## src/rtl/demux_4_buf_if.sv

```systemverilog
// Handshake bundle for the 4-way buffered demux.
// slave = demux side, master = upstream source and downstream sinks.
interface demux_4_buf_if #(
  parameter int DATA_WIDTH = 4
);
  logic [3:0]            sel;
  logic [DATA_WIDTH-1:0] data_i;
  logic                  valid_i;
  logic                  ready_o;
  logic [DATA_WIDTH-1:0] data_o_0;
  logic [DATA_WIDTH-1:0] data_o_1;
  logic [DATA_WIDTH-1:0] data_o_2;
  logic [DATA_WIDTH-1:0] data_o_3;
  logic [3:0]            valid_o;
  logic [3:0]            ready_i;
  logic                  drop_o;
  logic [7:0]            drop_cnt_o;

  modport slave (
    input  sel, data_i, valid_i, ready_i,
    output ready_o, data_o_0, data_o_1, data_o_2, data_o_3,
    output valid_o, drop_o, drop_cnt_o
  );

  modport master (
    output sel, data_i, valid_i, ready_i,
    input  ready_o, data_o_0, data_o_1, data_o_2, data_o_3,
    input  valid_o, drop_o, drop_cnt_o
  );
endinterface

```

## src/rtl/demux_4_buf.sv

```systemverilog
// 1-to-4 demux behind a 2-entry in-order FIFO.
// Words with a non-one-hot select are dropped and counted.
module demux_4_buf #(
  parameter int DATA_WIDTH = 4
) (
  input  logic           clk,
  input  logic           rst,
  demux_4_buf_if.slave   bus
);

  typedef logic [DATA_WIDTH-1:0] word_t;

  word_t       data_q [2];
  logic [3:0]  sel_q  [2];
  logic        wr_ptr_q, wr_ptr_d;
  logic        rd_ptr_q, rd_ptr_d;
  logic [1:0]  cnt_q, cnt_d;
  logic        rdy_q;
  logic        drop_q, drop_d;
  logic [7:0]  drop_cnt_q, drop_cnt_d;

  logic        legal;
  logic        accept;
  logic        push;
  logic        pop;
  logic [3:0]  head_sel;
  word_t       head_data;

  assign legal = (bus.sel != 4'b0000) &&
                 ((bus.sel & (bus.sel - 4'd1)) == 4'b0000);

  // rdy_q keeps ready_o low through reset and the release cycle
  assign bus.ready_o = rdy_q && (cnt_q != 2'd2);
  assign accept      = bus.valid_i && bus.ready_o;
  assign push        = accept && legal;
  assign drop_d      = accept && !legal;

  assign head_sel  = (cnt_q == 2'd0) ? 4'b0000 : sel_q[rd_ptr_q];
  assign head_data = data_q[rd_ptr_q];
  assign pop       = |(head_sel & bus.ready_i);

  assign bus.valid_o    = head_sel;
  assign bus.data_o_0   = head_sel[0] ? head_data : '0;
  assign bus.data_o_1   = head_sel[1] ? head_data : '0;
  assign bus.data_o_2   = head_sel[2] ? head_data : '0;
  assign bus.data_o_3   = head_sel[3] ? head_data : '0;
  assign bus.drop_o     = drop_q;
  assign bus.drop_cnt_o = drop_cnt_q;

  always_comb begin
    cnt_d      = cnt_q;
    wr_ptr_d   = wr_ptr_q ^ push;
    rd_ptr_d   = rd_ptr_q ^ pop;
    drop_cnt_d = drop_cnt_q;
    unique case ({push, pop})
      2'b10:   cnt_d = cnt_q + 2'd1;
      2'b01:   cnt_d = cnt_q - 2'd1;
      default: cnt_d = cnt_q;
    endcase
    if (drop_d && (drop_cnt_q != 8'hFF)) begin
      drop_cnt_d = drop_cnt_q + 8'd1;
    end
  end

  always_ff @(posedge clk or posedge rst) begin
    if (rst) begin
      for (int i = 0; i < 2; i++) begin
        data_q[i] <= '0;
        sel_q[i]  <= 4'b0000;
      end
      wr_ptr_q   <= 1'b0;
      rd_ptr_q   <= 1'b0;
      cnt_q      <= 2'd0;
      rdy_q      <= 1'b0;
      drop_q     <= 1'b0;
      drop_cnt_q <= 8'd0;
    end else begin
      if (push) begin
        data_q[wr_ptr_q] <= bus.data_i;
        sel_q[wr_ptr_q]  <= bus.sel;
      end
      wr_ptr_q   <= wr_ptr_d;
      rd_ptr_q   <= rd_ptr_d;
      cnt_q      <= cnt_d;
      rdy_q      <= 1'b1;
      drop_q     <= drop_d;
      drop_cnt_q <= drop_cnt_d;
    end
  end

endmodule

```

## src/flat_wrapper.sv

```systemverilog
// flat-port wrapper written by rule: the top's interface ports become plain ports
module demux_4_buf_flat 
#(
  parameter int DATA_WIDTH = 4
)
  (clk, rst, bus_sel, bus_data_i, bus_valid_i, bus_ready_i, bus_ready_o, bus_data_o_0, bus_data_o_1, bus_data_o_2, bus_data_o_3, bus_valid_o, bus_drop_o, bus_drop_cnt_o);
  demux_4_buf_if #(.DATA_WIDTH(DATA_WIDTH)) bus_i ();
  input  logic clk;
  input  logic rst;
  input wire logic [$bits(bus_i.sel)-1:0] bus_sel;
  input wire logic [$bits(bus_i.data_i)-1:0] bus_data_i;
  input wire logic [$bits(bus_i.valid_i)-1:0] bus_valid_i;
  input wire logic [$bits(bus_i.ready_i)-1:0] bus_ready_i;
  output wire logic [$bits(bus_i.ready_o)-1:0] bus_ready_o;
  output wire logic [$bits(bus_i.data_o_0)-1:0] bus_data_o_0;
  output wire logic [$bits(bus_i.data_o_1)-1:0] bus_data_o_1;
  output wire logic [$bits(bus_i.data_o_2)-1:0] bus_data_o_2;
  output wire logic [$bits(bus_i.data_o_3)-1:0] bus_data_o_3;
  output wire logic [$bits(bus_i.valid_o)-1:0] bus_valid_o;
  output wire logic [$bits(bus_i.drop_o)-1:0] bus_drop_o;
  output wire logic [$bits(bus_i.drop_cnt_o)-1:0] bus_drop_cnt_o;
  assign bus_i.sel = bus_sel;
  assign bus_i.data_i = bus_data_i;
  assign bus_i.valid_i = bus_valid_i;
  assign bus_i.ready_i = bus_ready_i;
  assign bus_ready_o = bus_i.ready_o;
  assign bus_data_o_0 = bus_i.data_o_0;
  assign bus_data_o_1 = bus_i.data_o_1;
  assign bus_data_o_2 = bus_i.data_o_2;
  assign bus_data_o_3 = bus_i.data_o_3;
  assign bus_valid_o = bus_i.valid_o;
  assign bus_drop_o = bus_i.drop_o;
  assign bus_drop_cnt_o = bus_i.drop_cnt_o;
  demux_4_buf #(.DATA_WIDTH(DATA_WIDTH)) u_core (.clk(clk), .rst(rst), .bus(bus_i));
endmodule
```

## config.mk

```make
export PLATFORM = sky130hd
export DESIGN_NAME = demux_4_buf_flat
export DESIGN_NICKNAME = d
export VERILOG_FILES = /design/src/rtl/demux_4_buf_if.sv /design/src/rtl/demux_4_buf.sv /design/src/flat_wrapper.sv
export SDC_FILE = /design/constraint.sdc
export NUM_CORES = 1
export LEC_CHECK = 0
export ABC_AREA = 1
export CORE_MARGIN = 1
export CORE_UTILIZATION = 50
export CTS_BUF_LIST = sky130_fd_sc_hd__clkbuf_4
export DETAILED_ROUTE_END_ITERATION = 8
export PLACE_DENSITY = 0.83
export REMOVE_ABC_BUFFERS = 1
export SYNTH_ARGS = -nofsm -noshare
export SYNTH_HDL_FRONTEND = slang
export SYNTH_SLANG_ARGS = --single-unit
```

## constraint.sdc

```tcl
create_clock -name clk -period 2.72 [get_ports clk]
set_input_delay 0.272 -clock clk [delete_from_list [all_inputs] [get_ports clk]]
set_output_delay 0.272 -clock clk [all_outputs]
set_load 0.02 [all_outputs]
```

=== After elaboration in Yosys (flattened, before gate mapping) ===
Index checks and enable logic that the tools add are counted.

* Order comparisons: 3
* Eq/ne operators: 4
* Reduce and logical (&&, ||, !) cells: 13
* Add/sub/neg operators: 4
* Bitwise gates (word level): 6
* Muxes and demuxes: 16

{| class="wikitable"
|+ Operator list
! kind !! count
|-
| two-way mux 4 bit || 12
|-
| bitwise mux 8 bit || 2
|-
| adder 8 x 1 -> 8 bit (second input constant) || 1
|-
| bitwise AND 4 bit || 2
|-
| inequality test 8 bit (second input constant) || 1
|-
| logical AND 1 bit || 7
|-
| demux 4 bit (select 1 bit) || 1
|-
| >= comparator 2 bit (second input constant) || 2
|-
| logical NOT 4 bit || 1
|-
| inverter 1 -> 2 bit || 2
|-
| one-hot mux 2 bit (2 select lines) || 1
|-
| nonzero test 4 bit || 1
|-
| OR reduction 4 bit || 1
|-
| subtractor 4 x 1 -> 4 bit (second input constant) || 1
|-
| adder 2 x 1 -> 2 bit (second input constant) || 1
|-
| == test 2 x 1 -> 1 bit (second input constant) || 1
|-
| == test 2 bit (second input constant) || 1
|-
| logical NOT 2 bit || 1
|-
| < comparator 2 x 1 -> 1 bit (second input constant) || 1
|-
| inequality test 2 bit (second input constant) || 1
|-
| nonzero test 2 bit || 1
|-
| subtractor 2 x 1 -> 2 bit (second input constant) || 1
|-
| XOR 1 bit || 2
|-
| logical NOT 1 bit || 1
|}

* Bits in registers: 30
* Input bits: 15
* Logic and storage cells: 56

=== Depth between registers and ports, before layout ===
Gate-level depths: netlist of the first run.

* Depth in word-level cells: 9
* Mapped depth: 11
* Gate-level depth less buffers: 11

=== Worst setup path before layout of the first run ===
OpenSTA, ideal clock, no wires.

* Kind: reg-to-reg
* Start point: register u_core.cnt_q[0]
* End point: register u_core.data_q[4] in the netlist's numbering
* Arrival time: 1619 ps
* Buffers on the path: 1
* Period minus slack after synthesis: 1744 ps
* Stages on the path, launching flop included: 10
* Setup time: 125 ps
* Path slack: 976 ps
* Data required time: 2595 ps
* Path through: dfrtp_1 -> inv_2 -> nand2_1 -> nand2_1 -> inv_2 -> nand2_1 -> nor2_1 -> ha_1 -> buf_2 -> mux2_2

* Word-level cells in the longest chain between the ends: 4

{| class="wikitable"
|+ RTL lines
! what !! line !! source
|-
| start: declaration || demux_4_buf.sv:17 || <nowiki>logic [1:0] cnt_q, cnt_d;</nowiki>
|-
| start signal: assignment || demux_4_buf.sv:84 || <nowiki>cnt_q <= cnt_d;</nowiki>
|-
| inequality test 2 bit || demux_4_buf.sv:33 || <nowiki>assign bus.ready_o = rdy_q && (cnt_q != 2'd2);</nowiki>
|-
| logical AND 1 bit || demux_4_buf.sv:33 ||
|-
| named net bus_ready_o || flat_wrapper.sv:14 || <nowiki>output wire logic [$bits(bus_i.ready_o)-1:0] bus_ready_o;</nowiki>
|-
| logical AND 1 bit || demux_4_buf.sv:34 || <nowiki>assign accept = bus.valid_i && bus.ready_o;</nowiki>
|-
| logical AND 1 bit || demux_4_buf.sv:35 || <nowiki>assign push = accept && legal;</nowiki>
|-
| end signal: indexed assignment || demux_4_buf.sv:79 || <nowiki>data_q[wr_ptr_q] <= bus.data_i;</nowiki>
|-
| end: declaration || demux_4_buf.sv:13 || <nowiki>word_t data_q [2];</nowiki>
|}

The timed path passes the listed nets, and every way through them passes these cells.
A chain may end at the register's enable or synchronous reset.

=== Worst setup path after layout of the first run ===
* Start point: register u_core.rd_ptr_q
* End point: output bus_data_o_3[1]

* Word-level cells in the longest chain between the ends: 6
* Elaborated cells between the ends (all ways): 9
* Those cells by class: mux: 8; bitwise: 1

{| class="wikitable"
|+ RTL lines
! what !! line !! source
|-
| start: declaration || demux_4_buf.sv:16 || <nowiki>logic rd_ptr_q, rd_ptr_d;</nowiki>
|-
| start signal: assignment || demux_4_buf.sv:83 || <nowiki>rd_ptr_q <= rd_ptr_d;</nowiki>
|-
| inverter 1 -> 2 bit (not written as such) (*) || demux_4_buf.sv:38, demux_4_buf.sv:39 ||
|-
| two-way mux 4 bit (not written as such) (3 in a row) || demux_4_buf.sv:38 || <nowiki>assign head_sel = (cnt_q == 2'd0) ? 4'b0000 : sel_q[rd_ptr_q];</nowiki>
|-
| two-way mux 4 bit || demux_4_buf.sv:38 ||
|-
| two-way mux 4 bit (*) || demux_4_buf.sv:46 || <nowiki>assign bus.data_o_3 = head_sel[3] ? head_data : '0;</nowiki>
|-
| end: declaration || flat_wrapper.sv:18 || <nowiki>output wire logic [$bits(bus_i.data_o_3)-1:0] bus_data_o_3;</nowiki>
|}

Mark *: on every way between the ends. The rest lies on a longest branch, timed or not. The select of a mux whose other input is x is not followed.

==> out/metrics.cfg, run 1 <==
[grt]
antenna_found_initial=0
grt_start_max_net_pins=31
grt_pass1_wl_um=5789
grt_pass1_vias=1338
gr-total-overflow=0
grt_usage=0.2261

[clock_tree]
cts_made_buffers=5
cts_buffer_depth=2
tritoncts=yes
clkLatencyLatePin_ns=0.32
ctsHoldBuffers=0
post_cts_buffers=0
cts_resized=0
cts_root_buf=clkbuf_4
clk_pin_slew_ns=0.09
cts_sinks=30
htreeDepth=2

[synthesis]
ys_ff_latch=30
synth_top_area_frac=0.4651
ys_top_cells_by_area=dfrtp_1 47%, nand2_1 14%, nor2_1 6.3%
synth_cells=207
synth_edf_count=0
synth_most_common_cell=nand2_1
async_flop_share=1.000
syn_avg_cell_area_um2=7.797
yosys-top-cells-count=61 x nand2_1, 30 x dfrtp_1, 27 x nor2_1
netlist_area_mm2=0.001614
ys_seq_area_frac=0.4651
synth_cell_types=24
synth_warnings=0
synth_top_cell_by_area=dfrtp_1
synth_ff_type=dfrtp_1

[layout]
fillers=251
diodes=0
multi_input_area_um2=726.9
fin_util=0.7045
nNetsFinal=275
seq_area_um2=750.7
area_growth_pct=33.26
drive_gt1_frac=0.09339

[critical_path]
arrival_ns=2.16
timing_worst_setup_path_type=reg2out
cp_data_required_time_ns=2.45
startpoint_type=flip-flop
critPathCaptureType=primary output
worst-path-max-fanout=14

[detailed_routing]
remaining_drc_errors=0
ant_nets=0
num_vias=1438
wirelength_um=3358
avgRoutedWirePerCell_um=11.16
vias_per_cell=4.777
drt-initial-drc-count=51
drt_first_pass_iters=4

[job]
maxCapViolations=0

[hold_path]
min_path_type=in2async

[power_and_ir_drop]
p_per_area_mw_per_mm2=1166
finalPower_mw=2.507
max-vdd-ir-drop_mv=0.6248
leakage_nw=1.076

[die]
num_rows=20
ios=45
die_area_mm2=0.003459
coreArea_mm2=0.003053
die_w_um=58.82
die_h_um=58.82
start_util=0.5287

[sta]
period_share=0.8938
slew_headroom=0.6433
rsz0062_at_grt=no
max_slew.worst_pin.slew_ns=0.5350
post-route-min-period_ns=2.431
fmax_ghz=0.4113
slew_violations=0
fin_skew_ns=0.003404
hold_viol=0
layout_setup_ws_ns=0.2890
fin_tns_setup_ns=0
setup_viol=0

[place]
port_buffers=44
dp_hpwl_um=2540
place_ws_ns=0.4886
place_congestion=0.7509

[outcome]
status=finished clean

[worst max-delay path: stages (launching register included)]
cell and delay [ns]:
dfrtp_1 0.65, inv_2 0.12, nand2_1 0.11, nand3_1 0.18, nor2_1 0.14, clkdlybuf4s50_1 0.63
[path summary, 6_finish.rpt]
| kind | slack [ns] | to | startpoint | cells past startpoint |
|---|---|---|---|---|
| worst min register to register | 0.52 | u_core.data_q[7] | u_core.data_q[7] | 1 |
| worst max-delay path | 0.29 | bus_data_o_3[1] | u_core.rd_ptr_q | 5 |
| worst min-delay path | 0.32 | u_core.rd_ptr_q | rst | 3 |
| worst max register to register | 0.65 | u_core.cnt_q[1] | u_core.rd_ptr_q | 11 |
| min in group clk | 0.52 | u_core.data_q[7] | u_core.data_q[7] | 1 |
| max in group asynchronous | 2.13 | u_core.data_q[6] | rst | 3 |
[routing by layer]
| metal | wire length [µm] | GRT usage | up-vias |
|---|---|---|---|
| met3 | 145 | 0.05055 | 3 |
| met1 | 1540 | 0.2926 | 665 |
| met4 | 25 | 0.1054 | 0 |
| met2 | 1647 | 0.3604 | 30 |
| li1 | - | - | 740 |
| met5 | 0 | 0 | - |
[stage by stage]
step / cells / instance area (µm²) / hold WS, ns
global route: 301 / 2151 / 0.3445
detailed placement: 293 / 2097 / 0.4961
floorplan: 203 / 1587 / 0.3628
global placement: 293 / 2097 / 0.4904
finish: 301 / 2151 / 0.3176
CTS: 301 / 2151 / 0.3248
[layout by cell type (no fill, tap or decap), drive strengths merged]
cell	synthesis	routed
nand2	62	62
clkdlybuf4s50	0	44
dfrtp	30	30
inv	29	29
nor2	28	28
o21ai	15	15
nand3	13	13
a21oi	8	8
xnor2	6	6
clkbuf	1	6
mux2	4	4
ha	4	4
nand4	2	2
buf	3	2
clkinv	0	2
xor2	1	1
conb	1	1
[cell type report]
| class | instances | share of cell area |
|---|---|---|
| Tap cell | 44 | 0.02560 |
| Sequential cell | 30 | 0.3490 |
| Inverter | 29 | 0.05061 |
| Clock inverter | 2 | 0.004072 |
| Multi-Input combinational cell | 144 | 0.3380 |
| Clock buffer | 6 | 0.02094 |
| Timing Repair Buffer | 46 | 0.2118 |
[cells by family after synthesis]
| group | after synthesis | share of synthesized area |
|---|---|---|
| mux | 4 | 0.02790 |
| other cells | 1 | 0.002323 |
| flops | 30 | 0.4651 |
| fa+ha+maj | 4 | 0.03101 |
| xor+xnor | 7 | 0.03799 |
| compound gates | 23 | 0.07829 |
| simple gates | 105 | 0.2729 |
| buf+inv | 33 | 0.08449 |
[where the power goes]
part / internal, mW / switching (mW) / leakage, nW / total [mW]
clock: 0.107 / 0.146 / 0.0331 / 0.253
combinational: 0.657 / 0.836 / 0.675 / 1.49
sequential: 0.625 / 0.136 / 0.368 / 0.762
[flip-flops by register name (all words and copies together), names as in the netlist]
| signal | flops |
|---|---|
| u_core.cnt_q | 2 |
| u_core.wr_ptr_q | 1 |
| u_core.bus.drop_cnt_o | 8 |
| u_core.rdy_q | 1 |
| u_core.sel_q | 8 |
| u_core.bus.drop_o | 1 |
| u_core.data_q | 8 |
| u_core.rd_ptr_q | 1 |
Power figures use the tool's default switching activity.
==> run 2: changes to the inputs <==
Settings changed: HOLD_SLACK_MARGIN set to 0.03, RECOVER_POWER set to 25.
==> run 2 against run 1 <==
  * The run now ends with max-capacitance violations, max-slew violations left
  * Sequential power hardly changed
  * Hold slack better by 0.20 ns
  * Cell area is 0.17% lower
  * Power hardly changed
  * Die area stayed put
  * Sequential share of layout area is 0.061 points higher
  * Non-clock buffer count stayed put
  * Highest routed layer unchanged
==> out/metrics.cfg, run 2 (same netlist as run 1, synthesis figures left out) <==
[power_and_ir_drop]
finalPower_mw=2.506
p_per_area_mw_per_mm2=1167
leakage_nw=1.073
max-vdd-ir-drop_mv=0.6248

[layout]
final_area_mm2=0.002147
final_cell_mix=61 x nand2_1, 43 x clkdlybuf4s50_1, 30 x dfrtp_1
nNetsFinal=275
area_growth_pct=33.02
diodes=0
drive_gt1_frac=0.08949
fin_util=0.7033
final_common_cell=nand2_1

[clock_tree]
cts_made_buffers=5
clkLatencyLatePin_ns=0.32
tritoncts=yes
cts_sinks=30
post_cts_buffers=0
ctsHoldBuffers=0
cts_buffer_depth=2
cts_root_buf=clkbuf_4
clk_pin_slew_ns=0.09
htreeDepth=2
cts_resized=0

[detailed_routing]
num_vias=1434
vias_per_cell=4.764
ant_nets=0
drt-initial-drc-count=51
avgRoutedWirePerCell_um=11.16
wirelength_um=3358
drt_first_pass_iters=4
remaining_drc_errors=0

[critical_path]
worst-path-max-fanout=14
reg2reg_slack_ns=0.66
critPathCaptureType=primary output
r2r_start=u_core.rd_ptr_q
cp_data_required_time_ns=2.45
timing.rr.end=u_core.cnt_q[1]
cp-endpoint=bus_data_o_3[1]
rr_worst_depth=11
crit_start=u_core.rd_ptr_q
startpoint_type=flip-flop
arrival_ns=2.16
timing_worst_setup_path_type=reg2out

[place]
place_congestion=0.7509
dpl-instance-area_mm2=0.002097
dp_hpwl_um=2540
port_buffers=44

[outcome]
status=finished, violations left
violations=max-capacitance violations, max-slew violations

[sta]
post-route-min-period_ns=2.429
rsz0062_at_grt=no
hold_viol=0
fmax_ghz=0.4117
slew_headroom=-0.05218
setup_viol=0
fin_skew_ns=0.003404
slew_violations=31
period_share=0.8931
fin_tns_setup_ns=0
max_slew.worst_pin.slew_ns=1.578

[die]
die_w_um=58.82
die_h_um=58.82
start_util=0.5287
num_rows=20
coreArea_mm2=0.003053
ios=45
die_area_mm2=0.003459

[grt]
top_usage_layer=met2
gr-total-overflow=0
antenna_found_initial=0
met3_usage=0.05055
grt_usage=0.2261
grt_pass1_wl_um=5789
met1_usage=0.2926
use_met2=0.3604
grt_pass1_vias=1338
grt_start_max_net_pins=31

[hold_path]
min_path_type=reg2reg
hold_path.startpoint=u_core.data_q[7]

[job]
maxCapViolations=1

-- run 2: changes by cell type in the layout (fill, tap and decap cells not counted) --
cell,before,now
buf_4,2,1
clkdlybuf4s50_1,44,43
clkbuf_1,0,1
dlygate4sd3_1,0,1
-- run 2: how the worst min path moves through the flow --
stage                     cells after the start                        to  slack, ns
final                                         1          u_core.data_q[7]       0.52
after global routing                          3          u_core.data_q[3]       0.54
after CTS                                     3           u_core.cnt_q[1]       0.32
after detailed placement                      1          u_core.data_q[5]       0.50
after global placement                        1          u_core.data_q[5]       0.49
after floorplan                               1  u_core.bus.drop_cnt_o[0]       0.36
-- run 2: area by class of cell --
| cell class | instances | area [µm²] |
|---|---|---|
| clock inverter | 2 | 8.758 |
| timing repair buffer | 46 | 451.7 |
| sequential | 30 | 750.7 |
| inverter | 29 | 108.9 |
| multi-input combinational | 144 | 726.9 |
| clock buffer | 6 | 45.04 |
| tap | 44 | 55.05 |
| fill | 253 | 905.9 |
-- run 2: metal layers --
layer | up-vias | wire length, µm
met5 | - | 0
met4 | 0 | 25
met2 | 24 | 1657
met1 | 667 | 1561
met3 | 3 | 113
li1 | 740 | -
-- run 2: stage by stage --
stage | hold WS (ns) | std cells | worst slack (ns)
floorplan | 0.3628 | 203 | 0.9369
global placement | 0.4904 | 293 | 0.5436
CTS | 0.3248 | 301 | 0.2873
finish | 0.5156 | 301 | 0.2908
detailed placement | 0.4961 | 293 | 0.4886
global route | 0.5443 | 301 | 0.1010
-- run 2: report_power, final --
part / switching, mW / total (mW) / internal, mW
clock network: 0.146 / 0.253 / 0.107
registers: 0.136 / 0.761 / 0.625
logic: 0.836 / 1.49 / 0.656
total: 1.12 / 2.51 / 1.39
-- run 2: critical path: stages, from the launching register on --
cell and delay (ns):
dfrtp_1 0.65, inv_2 0.12, nand2_1 0.11, nand3_1 0.18, nor2_1 0.14, clkdlybuf4s50_1 0.63
